--- config.mk ---
export PLATFORM = sky130hd
export DESIGN_NAME = imem_arbiter_flat
export DESIGN_NICKNAME = d
export VERILOG_FILES = /design/src/rtl/imem_arb_pkg.sv /design/src/rtl/imem_arbiter_if.sv /design/src/rtl/imem_arb_rr2.sv /design/src/rtl/imem_arbiter.sv /design/src/flat_wrapper.sv
export SDC_FILE = /design/constraint.sdc
export NUM_CORES = 1
export LEC_CHECK = 0
export ABC_AREA = 1
export CORE_MARGIN = 2
export CORE_UTILIZATION = 30
export CTS_CLUSTER_DIAMETER = 120
export CTS_CLUSTER_SIZE = 25
export DETAILED_ROUTE_END_ITERATION = 8
export SLEW_MARGIN = 10
export SYNTH_ARGS = -nofsm -noshare
export SYNTH_HDL_FRONTEND = slang
export SYNTH_SLANG_ARGS = --single-unit
--- constraint.sdc ---
create_clock -name clk_i -period 3.7 [get_ports clk_i]
set_clock_uncertainty 0.1 [all_clocks]
set_input_delay 0.555 -clock clk_i [delete_from_list [all_inputs] [get_ports clk_i]]
set_output_delay 0.555 -clock clk_i [all_outputs]
set_load 0.005 [all_outputs]
--- src/rtl/imem_arb_pkg.sv ---
// Shared types and constants for the instruction-memory arbiter.
package imem_arb_pkg;

  typedef enum logic [1:0] {
    RUN    = 2'd0,
    DRAIN  = 2'd1,
    LOCKED = 2'd2
  } arb_state_e;

  localparam logic REQ_FETCH = 1'b0;
  localparam logic REQ_LOAD  = 1'b1;

  localparam int unsigned DEF_ADDR_W = 6;
  localparam int unsigned DEF_DATA_W = 32;

endpackage

--- src/rtl/imem_arbiter_if.sv ---
// Fetch, loader and memory-side signals of the instruction-memory arbiter.
interface imem_arbiter_if #(
  parameter int unsigned ADDR_W = imem_arb_pkg::DEF_ADDR_W,
  parameter int unsigned DATA_W = imem_arb_pkg::DEF_DATA_W
);
  logic              f_req_i;
  logic [ADDR_W-1:0] f_addr_i;
  logic              f_gnt_o;
  logic              f_rvalid_o;
  logic [DATA_W-1:0] f_rdata_o;

  logic              l_req_i;
  logic              l_we_i;
  logic [ADDR_W-1:0] l_addr_i;
  logic [DATA_W-1:0] l_wdata_i;
  logic              l_gnt_o;
  logic              l_rvalid_o;
  logic [DATA_W-1:0] l_rdata_o;

  logic              lock_req_i;
  logic              lock_ack_o;

  logic [ADDR_W-1:0] mem_addr_o;
  logic              mem_we_o;
  logic [DATA_W-1:0] mem_wdata_o;
  logic [DATA_W-1:0] mem_rdata_i;

  // Arbiter side.
  modport slave (
    input  f_req_i, f_addr_i, l_req_i, l_we_i, l_addr_i, l_wdata_i,
           lock_req_i, mem_rdata_i,
    output f_gnt_o, f_rvalid_o, f_rdata_o, l_gnt_o, l_rvalid_o, l_rdata_o,
           lock_ack_o, mem_addr_o, mem_we_o, mem_wdata_o
  );

  // Requester / memory side.
  modport master (
    output f_req_i, f_addr_i, l_req_i, l_we_i, l_addr_i, l_wdata_i,
           lock_req_i, mem_rdata_i,
    input  f_gnt_o, f_rvalid_o, f_rdata_o, l_gnt_o, l_rvalid_o, l_rdata_o,
           lock_ack_o, mem_addr_o, mem_we_o, mem_wdata_o
  );
endinterface

--- src/rtl/imem_arb_rr2.sv ---
// Two-way round-robin pick: on contention the requester not granted last wins.
module imem_arb_rr2
  import imem_arb_pkg::*;
(
  input  logic [1:0] req,
  input  logic       last,
  output logic [1:0] gnt
);

  always_comb begin
    gnt = '0;
    if (req[REQ_FETCH] && req[REQ_LOAD]) begin
      if (last == REQ_LOAD) gnt[REQ_FETCH] = 1'b1;
      else                  gnt[REQ_LOAD]  = 1'b1;
    end else begin
      gnt = req;
    end
  end

endmodule

--- src/rtl/imem_arbiter.sv ---
// Shares one instruction-memory port between fetch and loader, with a lock
// handshake for exclusive loader access. IMEM_ARB_PERF_EN adds perf counters.
module imem_arbiter
  import imem_arb_pkg::*;
#(
  parameter int unsigned ADDR_W = DEF_ADDR_W,
  parameter int unsigned DATA_W = DEF_DATA_W
) (
  input  logic         clk_i,
  input  logic         rst_ni,
  imem_arbiter_if.slave bus
`ifdef IMEM_ARB_PERF_EN
  ,
  output logic [15:0]  perf_fgnt_o,
  output logic [15:0]  perf_lgnt_o,
  output logic [15:0]  perf_fstall_o
`endif
);

  arb_state_e        state_q, state_d;
  logic              last_q, last_d;
  logic [1:0]        rr_req, rr_gnt;
  logic              f_gnt, l_gnt, lock_ack;
  logic              f_rvalid_q, l_rvalid_q;
  logic [DATA_W-1:0] f_rdata_q, l_rdata_q;
  logic [ADDR_W-1:0] mem_addr;

  imem_arb_rr2 u_rr2 (
    .req  (rr_req),
    .last (last_q),
    .gnt  (rr_gnt)
  );

  always_comb begin
    state_d  = state_q;
    last_d   = last_q;
    rr_req   = '0;
    f_gnt    = 1'b0;
    l_gnt    = 1'b0;
    lock_ack = 1'b0;
    unique case (state_q)
      RUN: begin
        rr_req[REQ_FETCH] = bus.f_req_i;
        rr_req[REQ_LOAD]  = bus.l_req_i;
        f_gnt = rr_gnt[REQ_FETCH];
        l_gnt = rr_gnt[REQ_LOAD];
        if (bus.lock_req_i) state_d = DRAIN;
      end
      DRAIN: state_d = LOCKED;
      LOCKED: begin
        l_gnt = bus.l_req_i;
        // Ack follows lock_req combinationally so it drops in the release cycle.
        if (bus.lock_req_i) lock_ack = 1'b1;
        else                state_d  = RUN;
      end
      default: state_d = RUN;
    endcase
    if (f_gnt) last_d = REQ_FETCH;
    if (l_gnt) last_d = REQ_LOAD;
    if (state_q == LOCKED && !bus.lock_req_i) last_d = REQ_LOAD;
  end

  always_ff @(posedge clk_i or negedge rst_ni) begin
    if (!rst_ni) begin
      state_q <= RUN;
      last_q  <= REQ_LOAD;
    end else begin
      state_q <= state_d;
      last_q  <= last_d;
    end
  end

  always_ff @(posedge clk_i or negedge rst_ni) begin
    if (!rst_ni) begin
      f_rvalid_q <= 1'b0;
      l_rvalid_q <= 1'b0;
      f_rdata_q  <= '0;
      l_rdata_q  <= '0;
    end else begin
      f_rvalid_q <= f_gnt;
      l_rvalid_q <= l_gnt;
      if (f_gnt) f_rdata_q <= bus.mem_rdata_i;
      if (l_gnt) l_rdata_q <= bus.l_we_i ? '0 : bus.mem_rdata_i;
    end
  end

  assign mem_addr        = l_gnt ? bus.l_addr_i : bus.f_addr_i;
  assign bus.mem_addr_o  = mem_addr;
  assign bus.mem_wdata_o = l_gnt ? bus.l_wdata_i : '0;
  assign bus.mem_we_o    = l_gnt & bus.l_we_i;

  assign bus.f_gnt_o    = f_gnt;
  assign bus.l_gnt_o    = l_gnt;
  assign bus.lock_ack_o = lock_ack;
  assign bus.f_rvalid_o = f_rvalid_q;
  assign bus.f_rdata_o  = f_rdata_q;
  assign bus.l_rvalid_o = l_rvalid_q;
  assign bus.l_rdata_o  = l_rdata_q;

`ifdef IMEM_ARB_PERF_EN
  logic [15:0] fgnt_cnt, lgnt_cnt, fstall_cnt;

  // Counters saturate at all-ones rather than wrapping.
  always_ff @(posedge clk_i or negedge rst_ni) begin
    if (!rst_ni) begin
      fgnt_cnt   <= '0;
      lgnt_cnt   <= '0;
      fstall_cnt <= '0;
    end else begin
      if (f_gnt && fgnt_cnt != '1) fgnt_cnt <= fgnt_cnt + 16'd1;
      if (l_gnt && lgnt_cnt != '1) lgnt_cnt <= lgnt_cnt + 16'd1;
      if (bus.f_req_i && !f_gnt && fstall_cnt != '1)
        fstall_cnt <= fstall_cnt + 16'd1;
    end
  end

  assign perf_fgnt_o   = fgnt_cnt;
  assign perf_lgnt_o   = lgnt_cnt;
  assign perf_fstall_o = fstall_cnt;
`endif

endmodule

--- src/flat_wrapper.sv ---
// flat-port wrapper written by rule: the top's interface ports become plain ports
module imem_arbiter_flat import imem_arb_pkg::*;
#(
  parameter int unsigned ADDR_W = DEF_ADDR_W,
  parameter int unsigned DATA_W = DEF_DATA_W
)
  (clk_i, rst_ni, bus_f_req_i, bus_f_addr_i, bus_l_req_i, bus_l_we_i, bus_l_addr_i, bus_l_wdata_i, bus_lock_req_i, bus_mem_rdata_i, bus_f_gnt_o, bus_f_rvalid_o, bus_f_rdata_o, bus_l_gnt_o, bus_l_rvalid_o, bus_l_rdata_o, bus_lock_ack_o, bus_mem_addr_o, bus_mem_we_o, bus_mem_wdata_o);
  imem_arbiter_if #(.ADDR_W(ADDR_W), .DATA_W(DATA_W)) bus_i ();
  input  logic clk_i;
  input  logic rst_ni;
  input wire logic [$bits(bus_i.f_req_i)-1:0] bus_f_req_i;
  input wire logic [$bits(bus_i.f_addr_i)-1:0] bus_f_addr_i;
  input wire logic [$bits(bus_i.l_req_i)-1:0] bus_l_req_i;
  input wire logic [$bits(bus_i.l_we_i)-1:0] bus_l_we_i;
  input wire logic [$bits(bus_i.l_addr_i)-1:0] bus_l_addr_i;
  input wire logic [$bits(bus_i.l_wdata_i)-1:0] bus_l_wdata_i;
  input wire logic [$bits(bus_i.lock_req_i)-1:0] bus_lock_req_i;
  input wire logic [$bits(bus_i.mem_rdata_i)-1:0] bus_mem_rdata_i;
  output wire logic [$bits(bus_i.f_gnt_o)-1:0] bus_f_gnt_o;
  output wire logic [$bits(bus_i.f_rvalid_o)-1:0] bus_f_rvalid_o;
  output wire logic [$bits(bus_i.f_rdata_o)-1:0] bus_f_rdata_o;
  output wire logic [$bits(bus_i.l_gnt_o)-1:0] bus_l_gnt_o;
  output wire logic [$bits(bus_i.l_rvalid_o)-1:0] bus_l_rvalid_o;
  output wire logic [$bits(bus_i.l_rdata_o)-1:0] bus_l_rdata_o;
  output wire logic [$bits(bus_i.lock_ack_o)-1:0] bus_lock_ack_o;
  output wire logic [$bits(bus_i.mem_addr_o)-1:0] bus_mem_addr_o;
  output wire logic [$bits(bus_i.mem_we_o)-1:0] bus_mem_we_o;
  output wire logic [$bits(bus_i.mem_wdata_o)-1:0] bus_mem_wdata_o;
  assign bus_i.f_req_i = bus_f_req_i;
  assign bus_i.f_addr_i = bus_f_addr_i;
  assign bus_i.l_req_i = bus_l_req_i;
  assign bus_i.l_we_i = bus_l_we_i;
  assign bus_i.l_addr_i = bus_l_addr_i;
  assign bus_i.l_wdata_i = bus_l_wdata_i;
  assign bus_i.lock_req_i = bus_lock_req_i;
  assign bus_i.mem_rdata_i = bus_mem_rdata_i;
  assign bus_f_gnt_o = bus_i.f_gnt_o;
  assign bus_f_rvalid_o = bus_i.f_rvalid_o;
  assign bus_f_rdata_o = bus_i.f_rdata_o;
  assign bus_l_gnt_o = bus_i.l_gnt_o;
  assign bus_l_rvalid_o = bus_i.l_rvalid_o;
  assign bus_l_rdata_o = bus_i.l_rdata_o;
  assign bus_lock_ack_o = bus_i.lock_ack_o;
  assign bus_mem_addr_o = bus_i.mem_addr_o;
  assign bus_mem_we_o = bus_i.mem_we_o;
  assign bus_mem_wdata_o = bus_i.mem_wdata_o;
  imem_arbiter #(.ADDR_W(ADDR_W), .DATA_W(DATA_W)) u_core (.clk_i(clk_i), .rst_ni(rst_ni), .bus(bus_i));
endmodule
=== After elaboration in Yosys (flattened, before gate mapping) ===
Cells that the tools add are included.

* Word-level logic and storage cells: 34
* Input bits: 82
* Register bits: 69
* Output and inout port bits: 108

* Muxes and demuxes: 17
* Bitwise gates (word level): 1
* Reductions and logical operators: 6
* Eq/ne operators: 4

{| class="wikitable"
|+ Operator list
! cell !! count
|-
| $mux W32 || 2
|-
| $mux W1 || 8
|-
| $mux W2 || 4
|-
| $mux W6 || 1
|-
| $pmux W2 S3 || 1
|-
| $ne A2 B2 Y1 const B || 2
|-
| $reduce_bool A3 Y1 || 1
|-
| $eq A2 B1 Y1 const B || 1
|-
| $eq A2 B2 Y1 const B || 1
|-
| $logic_and A1 B1 Y1 || 2
|-
| $logic_not A2 Y1 || 1
|-
| $pmux W1 S2 || 1
|-
| $reduce_and A2 Y1 || 1
|-
| $and A1 B1 Y1 || 1
|-
| $logic_not A1 Y1 || 1
|}

=== Depth between registers and ports, before layout ===
Gate-level depths: netlist (run 1).

* Depth after elaboration: 8
* Gate-level depth with buffers: 6
* Mapped depth without buffers: 5

=== Cells and area by module ===
A second synthesis (run 1) with hierarchy kept.

* Cell total of the unflattened synthesis: 430
* Area, all modules: 3253.1 um^2

{| class="wikitable"
|+ Modules (own cells, without submodules)
! module !! seq. area each (um^2) !! cells an instance !! instances !! area each (um^2)
|-
| imem_arbiter || 1727.9 || 425 || 1 || 3231.8
|-
| imem_arb_rr2 || 0.0 || 5 || 1 || 21.3
|}

=== Worst setup path before layout (run 1) ===
Ideal clock, no wire load.

* Kind: input port to output port
* Start: input port bus_f_req_i
* End: output port bus_mem_wdata_o[22]
* Arrival: 1179 ps
* Stages: 5
* Path slack: 1866 ps
* Cell sequence: buf_4 nand3_4 nand2_4 buf_4 nor2_1

* Word-level cells in the longest chain between the ends: 5

{| class="wikitable"
|+ RTL lines
! item !! line !! text
|-
| start: declaration || flat_wrapper.sv:11 || <nowiki>input wire logic [$bits(bus_i.f_req_i)-1:0] bus_f_req_i;</nowiki>
|-
| $mux W2 || imem_arbiter.sv:41 || <nowiki>unique case (state_q)</nowiki>
|-
| $logic_and A1 B1 Y1 || imem_arb_rr2.sv:12 || <nowiki>if (req[REQ_FETCH] && req[REQ_LOAD]) begin</nowiki>
|-
| $mux W2 || imem_arb_rr2.sv:12 ||
|-
| $pmux W1 S2 || imem_arbiter.sv:41 ||
|-
| $mux W32 || imem_arbiter.sv:89 || <nowiki>assign bus.mem_wdata_o = l_gnt ? bus.l_wdata_i : '0;</nowiki>
|-
| end: declaration || flat_wrapper.sv:28 || <nowiki>output wire logic [$bits(bus_i.mem_wdata_o)-1:0] bus_mem_wdata_o;</nowiki>
|}

Every way passes these cells.

=== Worst setup path after layout (run 1) ===
* Start: input port bus_l_req_i
* End: output port bus_mem_wdata_o[7]

* Word-level cells in the longest chain between the ends: 5

{| class="wikitable"
|+ RTL lines
! item !! line !! text
|-
| start: declaration || flat_wrapper.sv:13 || <nowiki>input wire logic [$bits(bus_i.l_req_i)-1:0] bus_l_req_i;</nowiki>
|-
| $mux W2 || imem_arbiter.sv:41 ||
|-
| $logic_and A1 B1 Y1 || imem_arb_rr2.sv:12 ||
|-
| $mux W2 || imem_arb_rr2.sv:12 ||
|-
| $pmux W1 S2 * || imem_arbiter.sv:41 ||
|-
| $mux W32 * || imem_arbiter.sv:89 ||
|}

Mark *: on every way between the ends. The rest lies on a longest branch, timed or not.

==> results of run 1 <==
## report_power, final
part           switching, mW  total [mW]  internal (mW)
clock network          0.321       0.907          0.586
logic                  0.786        1.72          0.938
registers              0.209        1.29           1.08
total                   1.32        3.92           2.60
## area by class of cell
cell class,instances,area [um^2],area share
multi-input combinational,290,1350,0.239
inverter,40,150,0.0265
clock buffer,9,225,0.0397
tap,143,179,0.0316
timing repair buffer,197,1940,0.343
clock inverter,6,88.8,0.0157
sequential,69,1730,0.305
## kinds of logic after synthesis
family | share of synthesized area
buf+inv | 0.117
flops | 0.495
simple gates | 0.386
compound gates | 0.00143
## worst max-delay path, delay by kind of cell
kind / cells / cell delay, ps
buf+inv: 3 / 1090
simple gates: 3 / 630
## worst min path at each step
stage / startpoint / end / slack (ps) / cells past startpoint
final: rst_ni / u_core.bus.f_rdata_o[25]$_DFFE_PN0P_ / 230 / 1
after global routing: rst_ni / u_core.bus.l_rdata_o[22]$_DFFE_PN0N_ / 330 / 1
after CTS: rst_ni / u_core.bus.l_rdata_o[22]$_DFFE_PN0N_ / 290 / 1
after detailed placement: u_core.bus.f_rdata_o[10]$_DFFE_PN0P_ / u_core.bus.f_rdata_o[10]$_DFFE_PN0P_ / 360 / 2
after global placement: u_core.bus.f_rdata_o[21]$_DFFE_PN0P_ / u_core.bus.f_rdata_o[21]$_DFFE_PN0P_ / 350 / 2
after floorplan: rst_ni / u_core.bus.f_rdata_o[0]$_DFFE_PN0P_ / 160 / 0
## placed cells by master (no fill, tap or decap), types with 2 or more instances in the layout
cell type / count
nor2_1: 34
nand2_1: 176
nand4_1: 32
dfrtp_1: 68
inv_1: 39
buf_4: 9
bufinv_16: 2
nor2_4: 2
nand3b_1: 32
clkbuf_16: 9
clkdlybuf4s50_1: 187
clkinvlp_4: 2
nand3_1: 8
nand3_4: 2
## sequential cells by signal (all words and copies together), names as in the netlist
name,count
u_core.bus.l_rdata_o,32
u_core.state_q,2
u_core.bus.f_rvalid_o,1
u_core.bus.l_rvalid_o,1
u_core.last_q,1
u_core.bus.f_rdata_o,32
## stage by stage
step / hold slack [ps] / instances / power (mW)
CTS: 286 / 754 / 3.97
global placement: 353 / 739 / 3.01
detailed placement: 358 / 739 / 3.04
finish: 233 / 754 / 3.92
global route: 333 / 754 / 4.20
floorplan: 159 / 430 / 2.03
## routing by layer
metal	up-vias	GRT usage	routed length (um)
met4	0	0.0486	96
met1	1681	0.229	4740
met5	-	0	0
met3	10	0.0544	986
met2	168	0.322	5930
li1	1701	-	-
==> results.yml, run 1 <==
outcome:
  status: "complete, no violations"
layout:
  fin_util: 0.499
  fin_area_um2: 5670
  drive_above_1_share: 0.0540
  area_delta_synth_final_pct: 62.4
  fill_cells: 1118
  antenna_cells: 0
  fin_nets: 689
drt:
  drc: 0
  drt_iter0_drc: 170
  ant_nets: 0
  num_vias: 3560
  dr.pass1.iters: 4
  via_per_inst: 4.72
  wire_per_inst_um: 15.6
  wirelength_um: 11800
placement:
  io_buffers: 189
  placed_area_um2: 5360
  gp_congestion: 0.787
  dp_slack_ps: 699
  dp_hpwl_um: 8100
critical_path:
  timing.rr.start: "u_core.last_q$_DFFE_PN1P_"
  crit_type: "input port to primary output"
  reg2reg_to: "u_core.bus.l_rdata_o[21]$_DFFE_PN0N_"
  crit_top_cell: "clkdlybuf4s50_1"
  worstPathRequired_ps: 3040
  crit_chain: "clkdlybuf4s50_1 -> inv_1 -> nor2_4 -> nand2_4 -> nor2_1 -> clkdlybuf4s50_1"
  arrival_ps: 2320
  crit_start: "bus_l_req_i"
  crit_path_end: "bus_mem_wdata_o[7]"
  rrSetupSlack_ps: 1880
  crit_path_end_kind: "primary output"
  reg2reg_depth: 5
  slowest_delay_ps: 530
  critPathMaxFanout: 53
  slowest_stage: "clkdlybuf4s50_1"
  start_kind: "input port"
global_routing:
  grt_max_degree: 70
  grt_pass1_wl_um: 18600
  grt_util_all_layers: 0.187
  grt.overflow.total: 0
  grt_pass1_vias: 3467
  antenna_found_initial: 0
clock_network:
  clk_root_buffer_cell: "clkbuf_16"
  clk_pin_slew_ps: 60
  clk_latency_ps: 320
  cts.sinks: 69
  post_cts_resize_count: 0
  clockBufferDepth: 2
  cts_made_buffers: 9
  cts_tree: "yes"
  cts_setup_buffers: 0
  cts_hold_buf: 0
  h-tree-depth: 3
synth:
  synthDistinctLibCells: 21
  ys_top_cells_by_count: "nand2_1, dfrtp_1, inv_1, nor2_1"
  synth_area_um2: 3490
  synth_ff_type: "dfrtp_1"
  yosys_warnings: 0
  yosysSeqAreaShare: 0.495
  syn_avg_cell_area_um2: 8.12
  synth-edff-count: 0
  post-synth-top-count-cell: "nand2_1"
  yosys-top-cells-area: "dfrtp_1, nand2_1, nand3b_1, nand4_1, buf_6"
  postSynthCellCount: 430
  synth_nets: 512
  async_flop_share: 1.00
  ys_seq_elements: 69
  yosysTopAreaCell: "dfrtp_1"
  synth_top_cell_area_share: 0.487
hold_path:
  hold_class: "input port to async pin"
timing:
  grt_setup_unrepaired: "no"
  slew_viol_final: 0
  finalHoldViolCount: 0
  setup_viol: 0
  max-slew-margin-rel: 0.401
  layout_min_cycle_time_ps: 2980
  period_share: 0.805
  fmaxAchievable_mhz: 336
  worst_slack_ps: 722
  setup_tns_ps: 0
  tightestPinTransition_ps: 898
floorplan:
  die_x_um: 112
  die_height_um: 112
  core_area_um2: 11400
  io_pins: 190
  die_area_um2: 12500
  rows: 39
  initial_core_util: 0.307
pwr:
  p_per_area_nw_per_um2: 691
  peakVddDrop_uv: 402
  leakagePower_nw: 2.77
job:
  maxCapViolCount: 0
Power figures use the tool's default switching activity.
==> run 2, diff against run 1 <==
clock period = 2.9 ns   (was 3.7 ns; I/O delays follow)
==> run 2 against run 1 <==
Final cell count grew 0.53%; global-route usage shrank 0.092 points; worst setup slack lost 560 ps; die area is the same; count of clock-buffer cells in the layout grew 1; hold slack lost 97 ps; utilization grew 0.41 points; register-to-register slack lost 850 ps; critical path type is now flip-flop to primary output; highest routed layer unchanged; critical path depth shrank 1; sequential share of layout area shrank 0.25 points.
==> results.yml, run 2 (synthesis gave the netlist of run 1 again) <==
outcome:
  status: "complete, no violations"
drt:
  num_vias: 3520
  dr.pass1.iters: 4
  drt_iter0_drc: 221
  via_per_inst: 4.64
  wirelength_um: 11500
  ant_nets: 0
  drc: 0
  wire_per_inst_um: 15.2
layout:
  multi_input_area_um2: 1350
  area_delta_synth_final_pct: 63.7
  drive_above_1_share: 0.0602
  final_cell_mix: "clkdlybuf4s50_1, nand2_1, dfrtp_1"
  antenna_cells: 0
  fin_nets: 692
  regArea_um2: 1730
  fill_cells: 1108
  mostFrequentLayoutCell: "clkdlybuf4s50_1"
pwr:
  peakVddDrop_uv: 378
  p_per_area_nw_per_um2: 884
  finalPower_mw: 5.05
  leakagePower_nw: 2.80
critical_path:
  worstPathRequired_ps: 2370
  slowest_delay_ps: 570
  start_kind: "flip-flop"
  crit_chain: "nand3_4 -> nand2_4 -> buf_12 -> inv_1 -> clkdlybuf4s50_1"
  crit_path_end_kind: "primary output"
  critPathMaxFanout: 39
  crit_type: "flip-flop to primary output"
  slowest_stage: "dfstp_2"
  arrival_ps: 2200
global_routing:
  grt_util_all_layers: 0.186
  grt_max_degree: 70
  grt.overflow.total: 0
  grt_pass1_vias: 3608
  grt_pass1_wl_um: 18500
  antenna_found_initial: 0
clock_network:
  cts.sinks: 69
  cts_setup_buffers: 0
  clk_latency_ps: 320
  cts_tree: "yes"
  cts_made_buffers: 9
  cts_hold_buf: 0
  clk_pin_slew_ps: 60
  clk_root_buffer_cell: "clkbuf_16"
  clockBufferDepth: 2
  h-tree-depth: 3
  post_cts_resize_count: 0
timing:
  finalHoldViolCount: 0
  fmaxAchievable_mhz: 365
  max-slew-margin-rel: 0.405
  period_share: 0.945
  slew_viol_final: 0
  setup_viol: 0
  holdWs_ps: 136
  tightestPinTransition_ps: 893
  layout_min_cycle_time_ps: 2740
  grt_setup_unrepaired: "no"
  setup_tns_ps: 0
placement:
  gp_congestion: 0.779
  dp_hpwl_um: 7910
  io_buffers: 189
floorplan:
  core_area_um2: 11400
  rows: 39
  die_x_um: 112
  io_pins: 190
  die_height_um: 112
  initial_core_util: 0.307
  die_area_um2: 12500
hold_path:
  hold_class: "input port to async pin"
job:
  maxCapViolCount: 0
[run 2: cell count changes in the layout (fill, tap and decap cells not counted), sizes merged]
cell / before / now
clkbuf: 9 / 10
clkinv: 2 / 3
clkinvlp: 2 / 1
buf: 10 / 13
[run 2: routing by layer]
layer | global-route usage | wire length, um | up-vias
li1 | - | - | 1705
met1 | 0.217 | 4640 | 1646
met2 | 0.335 | 5780 | 158
met3 | 0.0474 | 934 | 11
met4 | 0.0543 | 153 | 0
met5 | 0 | 0 | -
[run 2: metrics by stage]
stage,cells,worst slack [ps],area [um^2],utilization
after floorplan,430,1310,3490,-
after global placement,742,262,5390,0.474
after detailed placement,742,217,5390,0.474
after CTS,758,126,5720,0.503
after global routing,758,30.7,5720,0.503
final,758,160,5720,0.503
[run 2: area by class of cell]
cell class	instances	area share
Tap cell	143	0.0313
Clock buffer	10	0.0418
Inverter	40	0.0263
Clock inverter	6	0.0151
Timing Repair Buffer	200	0.346
Multi-Input combinational cell	290	0.237
Sequential cell	69	0.302
[run 2: path summary, 6_finish.rpt]
path                                                      from                                   end  slack, ps  cells past startpoint
max in group asynchronous                               rst_ni   u_core.bus.f_rdata_o[2]$_DFFE_PN0P_       1980                      1
min in group clk_i         u_core.bus.f_rdata_o[5]$_DFFE_PN0P_   u_core.bus.f_rdata_o[5]$_DFFE_PN0P_        370                      2
max                                  u_core.last_q$_DFFE_PN1P_                           bus_l_gnt_o        160                      5
max reg2reg                          u_core.last_q$_DFFE_PN1P_  u_core.bus.l_rdata_o[31]$_DFFE_PN0N_       1030                      6
min reg2reg                u_core.bus.f_rdata_o[5]$_DFFE_PN0P_   u_core.bus.f_rdata_o[5]$_DFFE_PN0P_        370                      2
min                                                     rst_ni  u_core.bus.f_rdata_o[22]$_DFFE_PN0P_        140                      1
[run 2: where the power goes]
part	switching, mW	internal (mW)
Sequential	0.252	1.38
Combinational	1.00	1.22
Clock	0.420	0.775
[run 2: critical path: cells and delay by family, from the launching register on]
kind | cells | cell delay (ps)
buffers and inverters | 3 | 750
DFF | 1 | 570
and+or+nand+nor | 2 | 540
==> run 3, diff against run 2 <==
CTS_CLUSTER_SIZE = 28   (was 25)
MAX_ROUTING_LAYER = met4   (was unset)
==> run 3 against run 2 <==
Sequential cell count stayed put; sequential power hardly changed; utilization stayed put; count of clock-buffer cells in the layout stayed put; hold slack better by 2.8 ps; fmax hardly changed; largest cell class unchanged.
==> results.yml, run 3 (synthesis gave the netlist of run 1 again) <==
clock_network:
  cts_hold_buf: 0
  post_cts_resize_count: 0
  h-tree-depth: 3
  cts_tree: "yes"
  cts_setup_buffers: 0
  clk_root_buffer_cell: "clkbuf_16"
  cts_made_buffers: 9
  clockBufferDepth: 2
  cts.sinks: 69
  clk_latency_ps: 320
  clk_pin_slew_ps: 60
floorplan:
  initial_core_util: 0.307
  rows: 39
  die_x_um: 112
  io_pins: 190
  die_height_um: 112
  core_area_um2: 11400
  die_area_um2: 12500
layout:
  fin_nets: 692
  regArea_um2: 1730
  drive_above_1_share: 0.0602
  final_cell_mix: "clkdlybuf4s50_1, nand2_1, dfrtp_1"
  antenna_cells: 0
  fin_area_um2: 5720
  fin_cells: 758
  multi_input_area_um2: 1350
  fill_cells: 1108
  mostFrequentLayoutCell: "clkdlybuf4s50_1"
  area_delta_synth_final_pct: 63.7
critical_path:
  start_kind: "flip-flop"
  crit_path_end_kind: "primary output"
  crit_family: "buffers and inverters"
  crit_chain: "nand3_4 -> nand2_4 -> buf_12 -> inv_1 -> clkdlybuf4s50_1"
  worstPathRequired_ps: 2370
  arrival_ps: 2200
  critPathMaxFanout: 39
  slowest_stage: "dfstp_2"
  crit_type: "flip-flop to primary output"
  crit_buf_inv: 3
  slowest_delay_ps: 570
  rrSetupSlack_ps: 1030
timing:
  setup_tns_ps: 0
  period_share: 0.945
  setup_viol: 0
  tightestPinTransition_ps: 893
  fmaxAchievable_mhz: 365
  max-slew-margin-rel: 0.405
  layout_min_cycle_time_ps: 2740
  slew_viol_final: 0
  finalHoldViolCount: 0
  grt_setup_unrepaired: "no"
outcome:
  status: "complete, no violations"
global_routing:
  grt_use_met1: 0.221
  grt-busiest-layer: "met2"
  grt_pass1_wl_um: 18500
  grt_util_all_layers: 0.192
  antenna_found_initial: 0
  grt.overflow.total: 0
  grt_use_met2: 0.335
  grt_max_degree: 70
  met3_usage: 0.0414
  grt_pass1_vias: 3601
drt:
  wire_per_inst_um: 15.2
  num_vias: 3529
  ant_nets: 0
  drt_iter0_drc: 238
  drc: 0
  wirelength_um: 11500
  dr.pass1.iters: 4
  via_per_inst: 4.66
placement:
  dp_hpwl_um: 7910
  gp_congestion: 0.790
  placed_area_um2: 5390
  io_buffers: 189
  dp_cells: 742
job:
  maxCapViolCount: 0
pwr:
  peakVddDrop_uv: 378
  leakagePower_nw: 2.80
  p_per_area_nw_per_um2: 884
hold_path:
  hold_class: "input port to async pin"
## run 3: layout make-up
| cell class | instances | area share |
|---|---|---|
| Tap cell | 143 | 0.0313 |
| Multi-Input combinational cell | 290 | 0.237 |
| Timing Repair Buffer | 200 | 0.346 |
| Clock inverter | 6 | 0.0151 |
| Sequential cell | 69 | 0.302 |
| Clock buffer | 10 | 0.0418 |
| Inverter | 40 | 0.0263 |
## run 3: worst register-to-register path: stages (launching register included)
cell and delay, ps:
dfstp_2 570, nand3_4 260, nand2_4 280, buf_12 230, buf_4 230, nand2_1 70, nand2_1 70
## run 3: through the flow
stage | utilization | worst slack, ps | hold WS, ps | power, mW
2_1_floorplan | - | 1310 | 39.4 | 2.59
3_3_place_gp | 0.474 | 262 | 354 | 3.87
3_5_place_dp | 0.474 | 217 | 360 | 3.90
4_1_cts | 0.503 | 126 | 176 | 5.12
5_1_grt | 0.503 | 31.3 | 218 | 5.40
6_report | 0.503 | 160 | 139 | 5.05
## run 3: power by group
| part | switching (mW) | total, mW | internal, mW |
|---|---|---|---|
| clock | 0.422 | 1.20 | 0.775 |
| combinational | 1.00 | 2.23 | 1.22 |
| sequential | 0.252 | 1.63 | 1.38 |
| total | 1.68 | 5.05 | 3.37 |
## run 3: routing by layer
layer,routed length [um],share of wire
met5,0,0
met4,142,0.012
met3,888,0.077
met2,5790,0.50
met1,4710,0.41
## run 3: path summary, 6_finish.rpt
check | startpoint | endpoint | cells past startpoint
setup / recovery | u_core.last_q$_DFFE_PN1P_ | bus_l_gnt_o | 5
hold / removal | rst_ni | u_core.bus.f_rdata_o[22]$_DFFE_PN0P_ | 1
setup reg to reg | u_core.last_q$_DFFE_PN1P_ | u_core.bus.l_rdata_o[31]$_DFFE_PN0N_ | 6
hold reg to reg | u_core.bus.f_rdata_o[5]$_DFFE_PN0P_ | u_core.bus.f_rdata_o[5]$_DFFE_PN0P_ | 2
max in group asynchronous | rst_ni | u_core.bus.f_rdata_o[2]$_DFFE_PN0P_ | 1
min in group clk_i | u_core.bus.f_rdata_o[5]$_DFFE_PN0P_ | u_core.bus.f_rdata_o[5]$_DFFE_PN0P_ | 2
